`src/rtl/gpp_rx_buffer.sv`:
```
// gpp_rx_buffer: receive FIFO between the communications processor link and
// the general-purpose processor datapath. Show-ahead head word, sticky
// overflow flag, non-stallable link side.
//
// Optional feature macro: GPP_RX_DROP_COUNT_EN adds a saturating 16-bit
// count of dropped words (drop_count), cleared by overflow_clear.
//
// Ports:
//   clk             system clock, rising edge
//   rst             asynchronous active-low reset
//   link_valid      one-cycle strobe, link_data valid
//   link_data       incoming word from the link
//   rx_read         pop strobe from the datapath
//   overflow_clear  synchronous clear of rx_overflow (and drop_count)
//   RAM_rx_data_out head word when non-empty, else 0 (combinational read)
//   data_rx_flag    FIFO non-empty
//   rx_count        occupancy 0..DEPTH
//   rx_full         occupancy == DEPTH
//   rx_almost_full  occupancy >= ALMOST_FULL_LEVEL
//   rx_overflow     sticky: a word was dropped
//   drop_count      dropped-word counter (only with GPP_RX_DROP_COUNT_EN)
module gpp_rx_buffer #(
    parameter int unsigned WIDTH             = 16,
    parameter int unsigned DEPTH             = 8,
    parameter int unsigned ALMOST_FULL_LEVEL = 6
) (
    input  logic                         clk,
    input  logic                         rst,
    input  logic                         link_valid,
    input  logic [WIDTH-1:0]             link_data,
    input  logic                         rx_read,
    input  logic                         overflow_clear,
    output logic [WIDTH-1:0]             RAM_rx_data_out,
    output logic                         data_rx_flag,
    output logic [$clog2(DEPTH):0]       rx_count,
    output logic                         rx_full,
    output logic                         rx_almost_full,
`ifdef GPP_RX_DROP_COUNT_EN
    output logic [15:0]                  drop_count,
`endif
    output logic                         rx_overflow
);

    localparam int unsigned PTR_W = $clog2(DEPTH);
    localparam int unsigned CNT_W = PTR_W + 1;

    logic [WIDTH-1:0] mem [DEPTH];
    logic [PTR_W-1:0] wr_ptr;
    logic [PTR_W-1:0] rd_ptr;
    logic [CNT_W-1:0] count;

    logic empty;
    logic full;
    logic do_pop;
    logic do_push;
    logic drop;

    // Status decode from the registered count only.
    assign empty = (count == CNT_W'(0));
    assign full  = (count == CNT_W'(DEPTH));

    // A same-cycle pop frees a slot, so a push into a full FIFO is accepted.
    assign do_pop  = rx_read && !empty;
    assign do_push = link_valid && (!full || do_pop);
    assign drop    = link_valid && full && !do_pop;

    // Storage: written only on accepted pushes, never reset.
    always_ff @(posedge clk) begin
        if (do_push) begin
            mem[wr_ptr] <= link_data;
        end
    end

    // Pointers and occupancy; pointers wrap naturally since DEPTH is a power of two.
    always_ff @(posedge clk or negedge rst) begin
        if (!rst) begin
            wr_ptr <= '0;
            rd_ptr <= '0;
            count  <= '0;
        end else begin
            if (do_push) begin
                wr_ptr <= wr_ptr + PTR_W'(1);
            end
            if (do_pop) begin
                rd_ptr <= rd_ptr + PTR_W'(1);
            end
            case ({do_push, do_pop})
                2'b10:   count <= count + CNT_W'(1);
                2'b01:   count <= count - CNT_W'(1);
                default: count <= count;
            endcase
        end
    end

    // Sticky overflow; a drop in the same cycle as a clear keeps it set.
    always_ff @(posedge clk or negedge rst) begin
        if (!rst) begin
            rx_overflow <= 1'b0;
        end else if (drop) begin
            rx_overflow <= 1'b1;
        end else if (overflow_clear) begin
            rx_overflow <= 1'b0;
        end
    end

`ifdef GPP_RX_DROP_COUNT_EN
    // Saturating drop counter; a drop coinciding with a clear restarts at 1.
    always_ff @(posedge clk or negedge rst) begin
        if (!rst) begin
            drop_count <= '0;
        end else if (drop) begin
            if (overflow_clear) begin
                drop_count <= 16'd1;
            end else if (drop_count != 16'hFFFF) begin
                drop_count <= drop_count + 16'd1;
            end
        end else if (overflow_clear) begin
            drop_count <= '0;
        end
    end
`endif

    assign RAM_rx_data_out = empty ? '0 : mem[rd_ptr];
    assign data_rx_flag    = !empty;
    assign rx_count        = count;
    assign rx_full         = full;
    assign rx_almost_full  = (count >= CNT_W'(ALMOST_FULL_LEVEL));

endmodule

```
`config.mk`:
```
export PLATFORM = sky130hd
export DESIGN_NAME = gpp_rx_buffer
export DESIGN_NICKNAME = d
export VERILOG_FILES = /design/src/rtl/gpp_rx_buffer.sv
export SDC_FILE = /design/constraint.sdc
export NUM_CORES = 1
export LEC_CHECK = 0
export CAP_MARGIN = 10
export CORE_MARGIN = 2
export CORE_UTILIZATION = 40
export CTS_CLUSTER_DIAMETER = 200
export CTS_CLUSTER_SIZE = 12
export DETAILED_ROUTE_END_ITERATION = 16
export HOLD_SLACK_MARGIN = 0.03
export MAX_ROUTING_LAYER = met4
export PLACE_DENSITY = 0.66
export SYNTH_ARGS = -nofsm -noshare
export SYNTH_HDL_FRONTEND = slang
export SYNTH_SLANG_ARGS = --single-unit
```
`constraint.sdc`:
```
create_clock -name clk -period 3.3 [get_ports clk]
set_input_delay 0.33 -clock clk [delete_from_list [all_inputs] [get_ports clk]]
set_output_delay 0.33 -clock clk [all_outputs]
set_load 0.01 [all_outputs]
```
==> impl.org <==
** STA
- Relative slew slack :: 0.518
- Final worst clock skew :: 0.00795 ns
- At the pin with the least slew margin, the transition time is 0.724 ns.
- Setup repair after global routing left no endpoint under its margin.
- Summed over all failing endpoints, the final setup total negative slack is 0 ns.
- After layout, the minimum clock period comes to 3.06 ns.
- Final max-slew violation count :: 0
- Number of hold violations in the final report :: 0
- F_max :: 327 MHz
- Number of failing setup endpoints in the final timing report :: 0
- Hold is met by 0.280 ns.
- Period Utilization, post-route :: 0.928

** Clocking
- Number of buffers inserted during clock tree synthesis :: 17
- Count of hold buffers inserted by post-cts repair :: 0
- Clock H-tree levels :: 4
- Clock Tree Buf Depth :: 2
- TritonCTS built the clock tree.
- Clock tree synthesis selected as its root buffer the cell sky130_fd_sc_hd__clkbuf_16.
- Gates resized during post-CTS repair numbered 0.
- Clock latency on the worst-skew pair, taken at its later pin, is 0.40 ns.
- Number of setup buffers added after CTS :: 0
- After clock tree synthesis, the clock-pin slew on the worst setup and hold paths is 0.06 ns.
- CTS Sinks :: 139

** Routing
- Summed over all nets, wire length on met2 after detailed routing comes to 5.04 mm.
- Post-DR wirelength/cell :: 19.9 um
- Metal-1 WL :: 4.56 mm
- Sum of routed wire length over all layers :: 10.3 mm
- Total via count after detailed routing :: 2669
- For this run, design rule violations remaining after detail routing come to 0.
- In this run, the number of DRC markers left after iteration 0 of detailed routing was 227.
- Once detail routing completed, the nets flagged for antenna violations numbered 0.
- The first detailed-routing pass ran for 4 iterations.
- Drt via density :: 5.14
- Highest routed metal layer :: met4
- Routed met3 length :: 596 um

** Synthesis
- Area share of xor/xnor cells in the synthesized design :: 0.0143
- Most used flip-flop cell after synthesis :: sky130_fd_sc_hd__edfxtp_1
- Share of the synthesized area in the top cell type :: 0.696
- Summed over all instances, the cell type with the most area after synthesis is sky130_fd_sc_hd__edfxtp_1.
- After technology mapping, the gate count stands at 270.
- Mux cell area share after synthesis :: 0.164
- Fraction of the mapped netlist area in compound gates :: 0.00884
- For this run, asynchronously set or reset flops after synthesis account for 0.0791.
- Counting every net in the synthesized netlist gives 296.
- Post-Synthesis Cell Area :: 5520 sq um
- The Yosys step of the flow raised 0 warnings.
- Sequential area share after synthesis :: 0.746
- By area, the combinational part of the netlist is dominated by multiplexers.
- Number of synthesized flops with an enable pin :: 128
- Register bit count reported by yosys :: 139
- Area share of fa/ha/maj cells after synthesis :: 0.0113
- Synthesized-area fraction occupied by and/or/nand/nor cells :: 0.0379
- Synth unique cells :: 31
- Leading post-synthesis cells by cell area :: sky130_fd_sc_hd__edfxtp_1, sky130_fd_sc_hd__mux4_2, sky130_fd_sc_hd__dfrtp_1, sky130_fd_sc_hd__mux2i_1, sky130_fd_sc_hd__nor2_1
- A synthesized cell averages 20.4 sq um.

** Setup path
- On the worst path, the slowest cell contributes a delay of 0.84 ns.
- Along the worst path, the maximum fanout reaches 21.
- Buf/Inv on CP :: 2
- In this design, the largest share of critical-path delay is due to flip-flops.
- Cells along the critical path :: buf_12, mux4_2, mux2i_1, nor2_1, clkdlybuf4s50_1
- The worst register-to-register path begins at rx_count[2]$_DFFE_PN0P_.
- Data required time at the worst endpoint :: 2.97 ns
- STA classifies the critical path endpoint as a primary output.
- The worst setup path is launched from a flop.
- Data arrives at the worst endpoint at 2.73 ns.
- The critical path in this run is classified as reg2out.
- For this design, the slowest cell found on the critical path is sky130_fd_sc_hd__dfrtp_2.
- In this run the worst setup path begins at rd_ptr[0]$_DFFE_PN0P_.

** Global routing
- Across every metal layer, demand over resource in global routing totals 0.156.
- Maximum number of pins on one net before global-route repair :: 35
- The first global-routing pass estimated 16.0 mm of wire.
- The number of antenna violations at the first check in global routing came to 0.
- Via count of the first global-routing pass :: 2822
- After global routing the overflow that remains totals 0.

** Floorplanning
- 45 I/O pins were placed.
- Die boundary width :: 121 um
- The die covers 14800 sq um.
- The region available for standard cell placement spans 13300 sq um.
- For this configuration, the core starts out at a cell density of 0.413.
- In this run the core area contains 42 standard-cell rows.
- Y dimension of the die :: 121 um

** Finish
- Share of post-route cells with drive strength above 1 :: 0.242
- At the end of the flow, the number of nets in the layout was 357.
- Count of antenna diodes in the layout :: 0
- Fill cell count :: 1054
- Layout Area Growth over Synthesis :: 23.5%

** Job
- Maximum Capacitance Violations :: 0

** Power
- Leakage power :: 2.30 nW
- For this design the ratio of total power to cell area is 929 nW/um^2.
- IR analysis of the VDD net gives a maximum drop of 0.368 mV.

** Placement
- Count of buffers inserted at the top-level ports :: 44
- Detailed placement ended at an HPWL of 5.89 mm.
- The congestion estimate from routability-driven global placement came to 0.715.

** Worst hold path
- HP Class :: in2async

** Run status
- Outcome :: complete, no violations
where the power goes:
| part | total (mW) | internal (mW) | leakage, nW | switching [mW] |
|---|---|---|---|---|
| Sequential | 2.51 | 2.23 | 1.29 | 0.274 |
| Clock | 1.84 | 1.17 | 0.263 | 0.674 |
| Combinational | 1.98 | 1.11 | 0.742 | 0.872 |
cells in the final DEF (no fill, tap or decap), drive strengths merged, types with 2 or more instances in the layout:
cell and count:
xor2 5, nor4 2, clkdlybuf4s50 44, clkinv 5, clkinvlp 6, edfxtp 128
a21oi 2, inv 5, xnor2 4, nor3b 2, mux2 2, bufinv 3
nand2b 3, mux4 32, dfrtp 11, mux2i 16, buf 12, nand2 7
nor2 20, ha 5, clkbuf 17, nor3 4
registers in the layout (all words and copies together), names as in the netlist:
signal and cells:
wr_ptr 3, rx_count 4, rx_overflow 1, mem 128, rd_ptr 3
worst register-to-register path, stage by stage (launching register included):
cell                      delay (ns)
sky130_fd_sc_hd__dfrtp_1        0.50
sky130_fd_sc_hd__or4b_1         0.61
sky130_fd_sc_hd__o21a_1         0.26
sky130_fd_sc_hd__inv_2          0.19
sky130_fd_sc_hd__ha_1           0.30
sky130_fd_sc_hd__xor2_1         0.10
sky130_fd_sc_hd__ha_1           0.19
sky130_fd_sc_hd__a21oi_1        0.14
sky130_fd_sc_hd__xor2_1         0.15
sky130_fd_sc_hd__nor2_1         0.06
sky130_fd_sc_hd__xor2_1         0.14
final timing paths:
| kind | slack (ns) | endpoint | cells past startpoint |
|---|---|---|---|
| setup / recovery | 0.24 | RAM_rx_data_out[11] | 5 |
| hold / removal | 0.28 | rx_count[2]$_DFFE_PN0P_ | 1 |
| setup reg to reg | 0.54 | rx_count[2]$_DFFE_PN0P_ | 10 |
| hold reg to reg | 0.55 | rx_overflow$_DFFE_PN0P_ | 2 |
| max in group asynchronous | 2.62 | rd_ptr[0]$_DFFE_PN0P_ | 1 |
| min in group clk | 0.49 | rx_overflow$_DFFE_PN0P_ | 2 |
area by class of cell:
class / count / area, sq um / share of cell area
Clock inverter: 14 / 155 / 0.0228
Tap cell: 176 / 220 / 0.0323
Clock buffer: 17 / 425 / 0.0624
Timing Repair Buffer: 56 / 543 / 0.0797
Multi-Input combinational cell: 112 / 1330 / 0.196
Inverter: 5 / 18.8 / 0.00275
Sequential cell: 139 / 4120 / 0.605
per-stage QoR:
step | utilization | cells | setup WS, ns | cell area, sq um | total power, mW
global route | 0.511 | 519 | 0.0437 | 6820 | 6.64
floorplan | - | 270 | 0.303 | 5520 | 3.69
finish | 0.511 | 519 | 0.238 | 6820 | 6.33
detailed placement | 0.467 | 488 | 0.543 | 6230 | 4.57
global placement | 0.467 | 488 | 0.599 | 6230 | 4.52
CTS | 0.511 | 519 | 0.168 | 6820 | 6.40
synth_stat cells (4+ instances only):
library cell / n
sky130_fd_sc_hd__xor2_1: 5
sky130_fd_sc_hd__dfrtp_1: 11
sky130_fd_sc_hd__buf_2: 6
sky130_fd_sc_hd__ha_1: 5
sky130_fd_sc_hd__edfxtp_1: 128
sky130_fd_sc_hd__nand2_1: 7
sky130_fd_sc_hd__nor2_1: 20
sky130_fd_sc_hd__mux2i_1: 16
sky130_fd_sc_hd__clkbuf_1: 5
sky130_fd_sc_hd__xnor2_1: 4
sky130_fd_sc_hd__mux4_2: 32
sky130_fd_sc_hd__nor3_1: 4
cell families after synthesis:
group | count (synthesis)
and+or+nand+nor | 41
AOI/OAI and AO/OA | 7
adders and majority gates | 5
xor gates and xnor gates | 9
buffers and inverters | 19
muxes | 50
DFF | 139
metal layers:
metal / vias to the layer above / track usage
li1: 1203 / -
met1: 1376 / 0.195
met2: 78 / 0.248
met3: 12 / 0.0404
met4: 0 / 0.0546
met5: - / -
Note: power is estimated with default switching activity, not from simulation.
